File: src/rtl/io_scan_pkg.sv
// Shared definitions for the keypad scan controller: FSM states, io register
// map, parameter defaults and the row-decode helper.
package io_scan_pkg;

    localparam int SETTLE_DEF   = 4;
    localparam int DEBOUNCE_DEF = 3;

    localparam logic [2:0] REG_PA   = 3'b000;
    localparam logic [2:0] REG_DDRA = 3'b001;
    localparam logic [2:0] REG_PB   = 3'b010;
    localparam logic [2:0] REG_DDRB = 3'b011;

    typedef enum logic [2:0] {
        ST_CFG_DDRA,
        ST_CFG_DDRB,
        ST_IDLE,
        ST_DRIVE,
        ST_SETTLE,
        ST_READ,
        ST_CAPTURE,
        ST_EVAL
    } scan_state_t;

    // Returns {hit, index} of the lowest active-low row bit.
    function automatic logic [3:0] first_low(input logic [7:0] rows);
        first_low = 4'b0000;
        for (int i = 7; i >= 0; i--) begin
            if (!rows[i]) first_low = {1'b1, 3'(i)};
        end
    endfunction

endpackage

File: src/rtl/io_scan_debounce.sv
// Match counter and report latch: turns per-scan candidates into single
// key_valid pulses once the same key has been seen on enough consecutive scans.
module io_scan_debounce
    import io_scan_pkg::*;
#(
    parameter int DEBOUNCE = DEBOUNCE_DEF
) (
    input  logic       clk,
    input  logic       rst,
    input  logic       eval,
    input  logic       clear,
    input  logic       found,
    input  logic [5:0] cand,
    output logic       pulse
);

    localparam logic [2:0] DB_MAX = 3'(DEBOUNCE);

    logic [2:0] count;
    logic [2:0] count_nxt;
    logic [5:0] prev;
    logic       latched;

    // A zero count means the previous scan saw no key, so prev is meaningless.
    always_comb begin
        count_nxt = 3'd0;
        if (found) begin
            if (count != 3'd0 && cand == prev)
                count_nxt = (count == DB_MAX) ? count : count + 3'd1;
            else
                count_nxt = 3'd1;
        end
    end

    assign pulse = eval && found && (count_nxt == DB_MAX) && !latched;

    always_ff @(posedge clk) begin
        if (rst || clear) begin
            count   <= 3'd0;
            prev    <= 6'd0;
            latched <= 1'b0;
        end else if (eval) begin
            count <= count_nxt;
            prev  <= cand;
            if (pulse)
                latched <= 1'b1;
            else if (!found)
                latched <= 1'b0;
        end
    end

endmodule

File: src/rtl/io_scan_ctrl.sv
// 8x8 keypad scanner sharing the io block register port with a CPU; the CPU
// always wins the port and the scan FSM simply waits for it.
module io_scan_ctrl
    import io_scan_pkg::*;
#(
    parameter int SETTLE   = SETTLE_DEF,
    parameter int DEBOUNCE = DEBOUNCE_DEF
) (
    input  logic       clk,
    input  logic       rst,
    input  logic       scan_en,
    input  logic       tick,
    input  logic       cpu_req,
    input  logic       cpu_we_n,
    input  logic [2:0] cpu_a,
    input  logic [7:0] cpu_di,
    output logic       cpu_gnt,
    output logic       cpu_rvalid,
    output logic [7:0] cpu_rdata,
    output logic       io_enable,
    output logic       io_we_n,
    output logic [2:0] io_a,
    output logic [7:0] io_di,
    input  logic [7:0] io_do,
    input  logic       io_oe,
    output logic       key_valid,
    output logic [5:0] key_code
);

    localparam logic [3:0] SETTLE_LAST = 4'(SETTLE - 1);

    scan_state_t state, state_nxt;
    logic [2:0]  col;
    logic [3:0]  settle_cnt;
    logic        cand_found;
    logic [5:0]  cand;
    logic        cpu_rd_pend;
    logic        scan_rd_pend;
    logic        scan_en_q;
    logic [7:0]  row_q;
    logic [7:0]  row_bits;
    logic [3:0]  low;
    logic        in_cfg, cfg_write, en_fall, advance, cap_go, eval_go, db_pulse;

    assign in_cfg    = (state == ST_CFG_DDRA) || (state == ST_CFG_DDRB);
    assign cfg_write = cpu_req && !cpu_we_n && (cpu_a == REG_DDRA || cpu_a == REG_DDRB);
    assign en_fall   = scan_en_q && !scan_en && !in_cfg;
    assign advance   = !cpu_req;

    // Row data arrives the cycle after READ; hold it in case CAPTURE is pre-empted.
    assign row_bits = scan_rd_pend ? (io_oe ? io_do : 8'hFF) : row_q;
    assign low      = first_low(row_bits);
    assign cap_go   = (state == ST_CAPTURE) && (state_nxt == ST_DRIVE || state_nxt == ST_EVAL);
    assign eval_go  = (state == ST_EVAL) && advance && !en_fall && !rst;

    always_ff @(posedge clk) begin
        if (rst) state <= ST_CFG_DDRA;
        else     state <= state_nxt;
    end

    always_comb begin
        state_nxt = state;
        if (cfg_write) begin
            state_nxt = ST_CFG_DDRA;
        end else if (en_fall) begin
            state_nxt = ST_IDLE;
        end else if (advance) begin
            unique case (state)
                ST_CFG_DDRA: state_nxt = ST_CFG_DDRB;
                ST_CFG_DDRB: state_nxt = ST_IDLE;
                ST_IDLE:     if (tick && scan_en) state_nxt = ST_DRIVE;
                ST_DRIVE:    state_nxt = ST_SETTLE;
                ST_SETTLE:   if (settle_cnt == SETTLE_LAST) state_nxt = ST_READ;
                ST_READ:     state_nxt = ST_CAPTURE;
                ST_CAPTURE:  state_nxt = (col == 3'd7) ? ST_EVAL : ST_DRIVE;
                ST_EVAL:     state_nxt = ST_IDLE;
                default:     state_nxt = ST_CFG_DDRA;
            endcase
        end
    end

    // NOTE: sequential state uses <= exclusively so every register samples pre-edge values.
    always_ff @(posedge clk) begin
        if (rst) begin
            col          <= 3'd0;
            settle_cnt   <= 4'd0;
            cand_found   <= 1'b0;
            cand         <= 6'd0;
            cpu_rd_pend  <= 1'b0;
            scan_rd_pend <= 1'b0;
            scan_en_q    <= 1'b0;
            row_q        <= 8'hFF;
        end else begin
            cpu_rd_pend  <= cpu_req && cpu_we_n;
            scan_rd_pend <= (state == ST_READ) && advance;
            scan_en_q    <= scan_en;
            if (scan_rd_pend) row_q <= row_bits;
            if (state == ST_IDLE && state_nxt == ST_DRIVE) begin
                col        <= 3'd0;
                cand_found <= 1'b0;
            end
            if (state == ST_DRIVE) settle_cnt <= 4'd0;
            if (state == ST_SETTLE && advance) settle_cnt <= settle_cnt + 4'd1;
            if (cap_go) begin
                col <= col + 3'd1;
                if (!cand_found && low[3]) begin
                    cand_found <= 1'b1;
                    cand       <= {col, low[2:0]};
                end
            end
        end
    end

    // NOTE: outputs are gated by rst because the reset state itself issues a write.
    always_comb begin
        cpu_gnt   = 1'b0;
        io_enable = 1'b0;
        io_we_n   = 1'b1;
        io_a      = REG_PA;
        io_di     = 8'h00;
        if (rst) begin
            io_enable = 1'b0;
        end else if (cpu_req) begin
            cpu_gnt   = 1'b1;
            io_enable = 1'b1;
            io_we_n   = cpu_we_n;
            io_a      = cpu_a;
            io_di     = cpu_di;
        end else begin
            unique case (state)
                ST_CFG_DDRA: begin io_enable = 1'b1; io_we_n = 1'b0; io_a = REG_DDRA; io_di = 8'hFF; end
                ST_CFG_DDRB: begin io_enable = 1'b1; io_we_n = 1'b0; io_a = REG_DDRB; io_di = 8'h00; end
                ST_DRIVE:    begin io_enable = 1'b1; io_we_n = 1'b0; io_a = REG_PA; io_di = ~(8'h01 << col); end
                ST_READ:     begin io_enable = 1'b1; io_we_n = 1'b1; io_a = REG_PB; end
                ST_EVAL:     begin io_enable = 1'b1; io_we_n = 1'b0; io_a = REG_PA; io_di = 8'hFF; end
                default:     io_enable = 1'b0;
            endcase
        end
    end

    assign cpu_rvalid = cpu_rd_pend && io_oe && !rst;
    assign cpu_rdata  = cpu_rvalid ? io_do : 8'h00;

    io_scan_debounce #(.DEBOUNCE(DEBOUNCE)) u_debounce (
        .clk   (clk),
        .rst   (rst),
        .eval  (eval_go),
        .clear (en_fall),
        .found (cand_found),
        .cand  (cand),
        .pulse (db_pulse)
    );

    assign key_valid = db_pulse && !rst;
    assign key_code  = key_valid ? cand : 6'd0;

endmodule

File: config.mk
export PLATFORM = sky130hd
export DESIGN_NAME = io_scan_ctrl
export DESIGN_NICKNAME = d
export VERILOG_FILES = /design/src/rtl/io_scan_pkg.sv /design/src/rtl/io_scan_debounce.sv /design/src/rtl/io_scan_ctrl.sv
export SDC_FILE = /design/constraint.sdc
export NUM_CORES = 1
export LEC_CHECK = 0
export BUFFER_PORTS_ARGS = -buffer_cell sky130_fd_sc_hd__buf_2
export CORE_ASPECT_RATIO = 0.7
export CORE_MARGIN = 1.5
export CORE_UTILIZATION = 30
export DETAILED_ROUTE_END_ITERATION = 10
export PLACE_DENSITY_LB_ADDON = 0.08
export SYNTH_ARGS = -nofsm -noshare
export SYNTH_HDL_FRONTEND = slang
export SYNTH_SLANG_ARGS = --single-unit
export TNS_END_PERCENT = 10
File: constraint.sdc
create_clock -name clk -period 2.56 [get_ports clk]
set_input_delay 0.128 -clock clk [delete_from_list [all_inputs] [get_ports clk]]
set_output_delay 0.128 -clock clk [all_outputs]
set_load 0.005 [all_outputs]
==> results of run 1 <==
[cells in the final DEF, fill, tap and decap left out, drive strengths merged, types with 2 or more instances in the layout]
master,netlist,routed
xnor2,3,3
nor3,7,7
clkinvlp,0,2
a22oi,2,2
buf,2,61
or2,4,4
nand4,5,5
clkbuf,13,5
nand3b,2,2
nor4b,2,2
o31ai,2,2
nor2b,8,8
a21o,5,5
ha,9,9
nand2b,18,18
a31oi,4,4
a221oi,9,9
inv,17,17
o21ai,11,11
dfxtp,38,38
a21oi,31,31
nand2,33,33
mux2i,3,3
and2,18,18
xor2,4,4
o22ai,6,6
nor4,4,4
nor3b,2,2
nand3,8,8
or3,2,2
nor2,13,13
[cells by family after synthesis]
logic type / count (synthesis) / share of synthesized area
flops: 38 / 0.326
xor+xnor: 7 / 0.0262
fa+ha+maj: 9 / 0.0482
compound gates: 79 / 0.216
buf+inv: 33 / 0.0541
simple gates: 130 / 0.312
mux: 4 / 0.0177
[worst min-delay path by stage]
stage / from / to / slack [ns] / cells past startpoint
after CTS: scan_en / scan_en_q / 0.08 / 2
after global routing: scan_en / scan_en_q / 0.1 / 2
final: scan_en / scan_en_q / 0.08 / 2
after global placement: scan_en / scan_en_q / 0.39 / 2
after floorplan: cpu_we_n / cpu_rd_pend / 0.25 / 1
after detailed placement: scan_en / scan_en_q / 0.39 / 2
[layer usage]
metal  GRT usage  vias to the layer above  part of all wire
li1            -                     1166                 -
met1       0.233                     1018              0.55
met2       0.206                       44              0.40
met3      0.0289                        4             0.043
met4      0.0395                        0            0.0076
met5           0                        -                 0
[cells in the mapped netlist, drive strengths merged, types with 8 or more instances]
library cell   n  area (sq um)
and2          18           113
nand2         33           124
dfxtp         38           761
nor2b          8          50.1
ha             9           113
o21ai         11          55.1
nand2b        18           113
nand3          8          40.0
nor2          13          48.8
a21oi         31           155
a221oi         9          78.8
inv           17          63.8
clkbuf        13          48.8
[report_power, final]
part | switching (W) | internal [W]
sequential | 0.00000518 | 0.000593
combinational | 0.0000605 | 0.0000499
clock | 0.000235 | 0.000290
[stage by stage]
step / util / cell area [sq um] / setup WS, ns
2_1_floorplan: - / 2340 / 0.670
3_3_place_gp: 0.365 / 2710 / 0.420
3_5_place_dp: 0.365 / 2710 / 0.338
4_1_cts: 0.380 / 2820 / 0.00592
5_1_grt: 0.384 / 2850 / 0.00605
6_report: 0.384 / 2850 / 0.135
[final cells by class]
cell class / instances / area [sq um]
clock buffers: 5 / 68.8
clock inverters: 3 / 45.0
fillers: 761 / 4570
inverters: 18 / 67.6
multi-input cells: 229 / 1460
flip-flops and latches: 38 / 761
well taps: 98 / 123
repair buffers: 61 / 320
[registers in the layout (all words and copies together) (netlist names)]
| name | flops |
|---|---|
| col | 3 |
| scan_en_q | 1 |
| state | 3 |
| cand_found | 1 |
| scan_rd_pend | 1 |
| cpu_rd_pend | 1 |
| settle_cnt | 4 |
| u_debounce.latched | 1 |
| cand | 6 |
| u_debounce.prev | 6 |
| u_debounce.count | 3 |
| row_q | 8 |
[critical path, stage by stage, from the launching register on]
cell       delay, ns
dfxtp_1         0.38
inv_1           0.09
ha_1            0.24
a2111oi_4       0.37
nand4_2         0.21
nor4_4          0.30
buf_4           0.18
and2_1          0.13
buf_2           0.10
[timing repair]
item / CTS / global route
gates resized for setup: 0 / 1
setup buffers: 0 / 2
endpoints found under the hold margin: 0 / 0
setup endpoints to repair: 0 / 7
==> qor.txt, run 1 <==
detailed-route wire length - 6.04 mm
fin nets - 388
flop2flop setup slack - 0.44 ns
Clock Latency Late Sink - 0.29 ns
endpoints failing setup - 0
share of cells above drive strength 1 - 0.223
die area - 8330 sq um
Slew Viols, Final - 0
Root Driver - clkbuf_8
crit path DAT - 2.30 ns
RSZ-0062 raised after global routing - false
Mapped Nets - 335
Max Root-Sink Buffers - 2
final hold slack - 0.0830 ns
Slew HR - 0.499
ys flop type - dfxtp_1
startpoint class of the critical path - register
final non-filler cell total - 452
# IOs - 56
final cycle utilization of the critical path - 0.947
TritonCTS buffer count - 5
sequential fraction of the synthesis area - 0.326
grt total ovfl - 0
Async SR Flop Fraction - 0
#FFs+latches synth - 38
Power, Total - 0.00123 W
status - finished, final reports clean
synthesis-to-layout area growth - 21.9%
1st-iter DRT viols - 51
Distinct cells, synth - 53
fmax - 0.412 GHz
DP HPWL - 4.38 mm
Crit Path Class - register to output pin
# rows - 26
CTS tree - built
vias per inst - 4.94
routed vias - 2,232
hold violation count in the final report - 0
diodes inserted - 0
Ys Warns - 0
RR Startpoint - u_debounce.count[0]
initial antenna violation count - 0
Die W - 108 um
Hold Path Class - input pin to register
synthesized instance count - 300
DR WL/cell - 13.4 um
Peak VDD IR - 321 uV
PwrDens - 434 nW/um^2
Mean Syn Cell Area - 7.79 sq um
Total GRT Usage - 0.150
R2R depth - 7
Die Y - 76.8 um
gpl congestion - 0.775
crit path max fanout - 8
Worst EP required - 2.43 ns
starting density of the core - 0.315
Max Cap Violations - 0
dpl cells - 442
# DRC - 0
skew final - 0.00849 ns
port bufs - 55
number of global-route vias before repair - 2,044
Reg2Reg Capture Point - u_debounce.count[2]
leakage - 1.17 nW
largest net degree at the start of global routing - 42
htree depth - 2
EDFF count, synth - 0
drt first pass iters - 4
Syn Std Cell Area - 2340 sq um
CTS Sinks - 38
worst-margin pin slew - 0.750 ns
clock slew at reported path FFs - 0.08 ns
Worst Setup EP - key_code[4]
Worst Setup End Kind - output pin
post-route antenna net violation count - 0
Final min period - 2.43 ns
TNS Setup - 0 ns
Core Region - 7420 sq um
first-pass GRT wire length - 9.89 mm
CP Launch Point - u_debounce.count[0]
hold_buf cts - 0
No activity file was read; power rests on OpenSTA's default activity.
==> run 2, diff against run 1 <==
==> constraint.sdc (replaced) <==
create_clock -name clk -period 2.56 [get_ports clk]
set_input_delay 0.128 -clock clk [delete_from_list [all_inputs] [get_ports clk]]
set_output_delay 0.128 -clock clk [all_outputs]
set_load 0.1 [all_outputs]
==> run 2 against run 1 <==
  * Critical path type unchanged
  * Critical endpoint is now key_code[0]
  * Clock skew down 0.00085 ns
  * Count of clock-buffer cells in the layout did not move
  * Fmax rose by 0.91%
==> qor.txt, run 2 (synthesized netlist as in run 1, its figures left out) <==
status - finished, final reports clean
Biggest register - row_q
Core Region - 7420 sq um (unchanged)
startpoint class of the critical path - register
DR WL/cell - 13.5 um (+0.89%)
fillers - 800 (+5.1%)
crit path max fanout - 15 (+7)
clock power share - 0.425 (about the same)
final non-filler cell total - 453 (+0.22%)
initial antenna violation count - 0 (unchanged)
total area of sequential cells - 766 sq um (+0.66%)
# rows - 26 (unchanged)
Power, Total - 0.00146 W (+18%)
endpoints failing setup - 0 (unchanged)
number of global-route vias before repair - 2,090 (+2.3%)
Crit Path Class - register to output pin
DP Area - 2860 sq um (+5.8%)
htree depth - 2 (unchanged)
post-route antenna net violation count - 0 (unchanged)
Slew Viols, Final - 0 (unchanged)
CTS Sinks - 38 (unchanged)
diodes inserted - 0 (unchanged)
DP HPWL - 4.52 mm (+3.3%)
Slew HR - 0.511 (+0.0115)
grt total ovfl - 0 (unchanged)
first-pass GRT wire length - 10.1 mm (+2.0%)
internal power - 0.00104 W (+11%)
# IOs - 56 (unchanged)
1st-iter DRT viols - 104 (+100%)
Final min period - 2.40 ns (-0.0219 ns)
Worst Setup End Kind - output pin
CTS tree - built
Hold Path Class - input pin to register
crit path DAT - 2.28 ns (-0.02 ns)
detailed-route wire length - 6.10 mm (+1.1%)
share of cells above drive strength 1 - 0.262 (+0.0388)
Reg power frac - 0.411 (-0.074)
starting density of the core - 0.315 (unchanged)
max reg flops - 8 (unchanged)
Total GRT Usage - 0.151 (+0.000782)
Max Root-Sink Buffers - 2 (unchanged)
dpl cells - 444 (+0.45%)
Root Driver - clkbuf_8
port bufs - 55 (unchanged)
leakage - 1.23 nW (+4.6%)
skew final - 0.00764 ns (-0.000854 ns)
TritonCTS buffer count - 5 (unchanged)
most common cell after layout, fill and taps aside - buf_2
largest net degree at the start of global routing - 33 (-21%)
Die W - 108 um (unchanged)
routed vias - 2,261 (+1.3%)
die area - 8330 sq um (unchanged)
# DRC - 0 (unchanged)
P_sw - 0.000419 W (+39%)
Die Y - 76.8 um (unchanged)
vias per inst - 4.99 (+1.1%)
post-route cell area - 3030 sq um (+6.5%)
Max Cap Violations - 0 (unchanged)
Clock Latency Late Sink - 0.29 ns (about the same)
hold_buf cts - 0 (unchanged)
worst-margin pin slew - 0.733 ns (-0.0173 ns)
gpl congestion - 0.766 (-1.2%)
fmax - 0.416 GHz (+0.91%)
fin nets - 389 (+0.26%)
combinational share of power - 0.164 (+0.075)
switching share of power - 0.288 (+0.0437)
final cycle utilization of the critical path - 0.939 (-0.00855)
PwrDens - 480 nW/um^2 (+11%)
Peak VDD IR - 197 uV (-39%)
drt first pass iters - 4 (unchanged)
hold violation count in the final report - 0 (unchanged)
biggest regs - row_q x8, cand x6, u_debounce.prev x6
Multi-input gate area - 1490 sq um (+2.1%)
clock slew at reported path FFs - 0.08 ns (about the same)
most frequent cells in the layout - 43 x buf_2, 34 x dfxtp_1, 33 x nand2_1
Worst EP required - 2.43 ns (about the same)
synthesis-to-layout area growth - 29.7%
[run 2: timing repair]
item	4_1_cts	5_1_grt
cloned	0	0
pin swaps	1	0
setup buffers	1	0
hold endpoints to repair	0	0
setup endpoints to repair	6	12
resized for setup	0	8
[run 2: per-stage QoR]
| step | hold WS, ns | TNS [ns] | utilization | worst slack [ns] |
|---|---|---|---|---|
| after floorplan | 0.250 | -12.75 | - | -0.866 |
| after global placement | 0.386 | 0 | 0.386 | 0.342 |
| after detailed placement | 0.382 | 0 | 0.386 | 0.295 |
| after CTS | 0.0724 | 0 | 0.405 | 0.0933 |
| after global routing | 0.0856 | -0.00478 | 0.409 | -0.00287 |
| final | 0.0842 | 0 | 0.409 | 0.157 |
[run 2: worst max-delay path, cell delays in order (launching register included)]
cell and delay (ns):
dfxtp_2 0.40, or2_1 0.31, a21oi_1 0.21, nand4_1 0.21, nor4_4 0.30, buf_4 0.20
and2_2 0.17, buf_12 0.17
[run 2: final timing paths]
kind	to	from	slack, ns	cells after the start
worst min register to register	u_debounce.prev[1]	u_debounce.prev[1]	0.47	2
worst max-delay path	key_code[0]	state[2]	0.16	7
worst max register to register	cand[0]	scan_rd_pend	0.60	5
worst min-delay path	scan_en_q	scan_en	0.08	2
[run 2: metal layers]
layer,GRT usage,part of all wire,up-vias
met2,0.229,0.42,39
met5,0,0,-
met1,0.220,0.54,1051
met4,0.0316,0.0051,0
li1,-,-,1167
met3,0.0281,0.034,4
[run 2: power groups by stage]
stage,clock network [W],logic (W),registers (W)
final,0.000618,0.000239,0.000598
after CTS,0.000639,0.000238,0.000598
after floorplan,0,0.000184,0.000609
after global placement,0,0.000236,0.000612
after global routing,0.000664,0.000253,0.000599
after detailed placement,0,0.000237,0.000612
[run 2: layout make-up]
type	instances	area share
clock inverter	3	0.0227
timing repair buffer	62	0.147
multi-input combinational	229	0.492
inverter	18	0.0223
clock buffer	5	0.0227
sequential	38	0.253
tap	98	0.0405
==> run 3, diff against run 2 <==
--- a/config.mk
+++ b/config.mk
@@ -7,7 +7,7 @@
 export LEC_CHECK = 0
 export BUFFER_PORTS_ARGS = -buffer_cell sky130_fd_sc_hd__buf_2
 export CORE_ASPECT_RATIO = 0.7
-export CORE_MARGIN = 1.5
+export CORE_MARGIN = 2
 export CORE_UTILIZATION = 30
 export DETAILED_ROUTE_END_ITERATION = 10
 export PLACE_DENSITY_LB_ADDON = 0.08
==> constraint.sdc (replaced) <==
create_clock -name clk -period 2.62 [get_ports clk]
set_input_delay 0.131 -clock clk [delete_from_list [all_inputs] [get_ports clk]]
set_output_delay 0.131 -clock clk [all_outputs]
set_load 0.1 [all_outputs]
==> run 3 against run 2 <==
  * Sequential power down 2%
  * Setup slack better by 0.030 ns
  * Power down 15%
  * Critical path type unchanged
  * Highest routed layer unchanged
==> qor.txt, run 3 (synthesized netlist as in run 1, its figures left out) <==
final cycle utilization of the critical path - 0.929
Clock Latency Late Sink - 0.29 ns (about the same)
post-layout util - 0.400 (-0.00894)
number of global-route vias before repair - 1,999 (-4.4%)
starting density of the core - 0.315 (unchanged)
Crit Path Class - register to output pin
cells along the critical path - clkinv_1 -> a2111oi_4 -> nand4_2 -> nor4_4 -> buf_4 -> and2_2 -> buf_12
Buf/Inv on CP - 3 (+1)
Max stage delay on crit path - 0.39 ns (about the same)
initial antenna violation count - 0 (unchanged)
Final min period - 2.43 ns
# DRC - 0 (unchanged)
crit path max fanout - 7 (-8)
worst-margin pin slew - 0.770 ns (+0.0368 ns)
hold_buf cts - 0 (unchanged)
Die W - 109 um (+0.92%)
total area of sequential cells - 763 sq um (-0.33%)
detailed-route wire length - 6.07 mm (-0.49%)
Crit path max-delay family - simple AND/OR/NAND/NOR gates
crit path DAT - 2.30 ns (+0.02 ns)
CTS tree - built
status - finished, final reports clean
drt first pass iters - 4 (unchanged)
Die Y - 77.8 um (+1.3%)
startpoint class of the critical path - register
endpoints failing setup - 0 (unchanged)
Max Cap Violations - 0 (unchanged)
internal power - 0.000841 W (-19%)
Biggest register - row_q
Peak VDD IR - 194 uV (-1.6%)
Core Region - 7420 sq um (unchanged)
switching share of power - 0.324 (+0.0359)
clock slew at reported path FFs - 0.08 ns (about the same)
# IOs - 56 (unchanged)
port bufs - 55 (unchanged)
Hold Path Class - input pin to register
Worst Setup End Kind - output pin
PwrDens - 419 nW/um^2 (-13%)
Worst EP required - 2.49 ns (+0.06 ns)
max reg flops - 8 (unchanged)
first-pass GRT wire length - 9.91 mm (-1.8%)
htree depth - 2 (unchanged)
leakage - 1.20 nW (-2.0%)
largest net degree at the start of global routing - 32 (-3.0%)
most common cell after layout, fill and taps aside - buf_2
routed vias - 2,209 (-2.3%)
diodes inserted - 0 (unchanged)
gpl congestion - 0.814 (+6.3%)
DP HPWL - 4.48 mm (-0.79%)
most frequent cells in the layout - 48 x buf_2, 36 x dfxtp_1, 33 x nand2_1
P_sw - 0.000402 W (-4.0%)
grt total ovfl - 0 (unchanged)
vias per inst - 4.88 (-2.3%)
fmax - 0.411 GHz
synthesis-to-layout area growth - 26.9%
Total GRT Usage - 0.146 (-0.00508)
Root Driver - clkbuf_8
skew final - 0.00895 ns (+0.00131 ns)
CTS Sinks - 38 (unchanged)
Reg power frac - 0.470 (+0.059)
share of cells above drive strength 1 - 0.256 (-0.00563)
Multi-input gate area - 1480 sq um (-0.59%)
slowest stage cell on the critical path - dfxtp_1
post-route antenna net violation count - 0 (unchanged)
1st-iter DRT viols - 113 (+8.7%)
combinational share of power - 0.185 (+0.021)
fin nets - 389 (unchanged)
die area - 8520 sq um (+2.2%)
fillers - 783 (-2.1%)
# rows - 26 (unchanged)
RSZ-0062 raised after global routing - false
Max Root-Sink Buffers - 2 (unchanged)
DR WL/cell - 13.4 um (-0.49%)
biggest regs - row_q x8, cand x6, u_debounce.prev x6
hold violation count in the final report - 0 (unchanged)
Post-CTS Resized - 0 (unchanged)
clock power share - 0.344 (-0.081)
final hold slack - 0.0910 ns (+0.00671 ns)
Slew Viols, Final - 0 (unchanged)
TritonCTS buffer count - 5 (unchanged)
Slew HR - 0.486 (-0.0245)
-- run 3: cell types whose count changed in the layout (fill, tap and decap cells not counted), sizes merged --
cell / change
buf: +5
clkbuf: -4
bufinv: -2
clkinvlp: +1
-- run 3: power by group through the flow --
stage / clock [W] / combinational, W / sequential (W)
after CTS: 0.000439 / 0.000231 / 0.000585
after floorplan: 0 / 0.000179 / 0.000595
after global routing: 0.000466 / 0.000243 / 0.000586
after detailed placement: 0 / 0.000231 / 0.000598
final: 0.000428 / 0.000230 / 0.000585
after global placement: 0 / 0.000231 / 0.000598
-- run 3: layout make-up --
cell class	instances	area share
clock inverters	2	0.00422
clock buffers	6	0.0279
multi-input cells	229	0.500
well taps	98	0.0414
repair buffers	62	0.146
flip-flops and latches	38	0.257
inverters	18	0.0228
-- run 3: final timing paths --
kind / from / end / slack (ns) / depth (start not counted)
worst max-delay path: u_debounce.count[2] / key_code[5] / 0.19 / 7
worst min-delay path: scan_en / scan_en_q / 0.09 / 2
worst max register to register: scan_rd_pend / cand[0] / 0.60 / 5
worst min register to register: u_debounce.prev[5] / u_debounce.prev[5] / 0.47 / 2
-- run 3: layer usage --
metal | part of all wire | track usage | routed length, um
met4 | 0.0066 | 0.0304 | 40
met5 | 0 | 0 | 0
met3 | 0.038 | 0.0277 | 233
met1 | 0.56 | 0.225 | 3390
met2 | 0.40 | 0.206 | 2410
-- run 3: metrics by stage --
stage | instances | instance area (sq um) | total power, W | setup WS, ns | setup TNS, ns
detailed placement | 443 | 2850 | 0.000829 | 0.314 | 0
CTS | 451 | 2950 | 0.00126 | 0.0143 | 0
global route | 453 | 2960 | 0.00129 | 0.0182 | 0
global placement | 443 | 2850 | 0.000829 | 0.423 | 0
floorplan | 300 | 2370 | 0.000774 | -0.809 | -11.46
finish | 453 | 2960 | 0.00124 | 0.187 | 0
-- run 3: timing repair --
action / CTS / global route
pin swaps: 1 / 1
endpoints found under the setup margin: 5 / 6
setup buffers: 0 / 2
gates cloned: 0 / 0
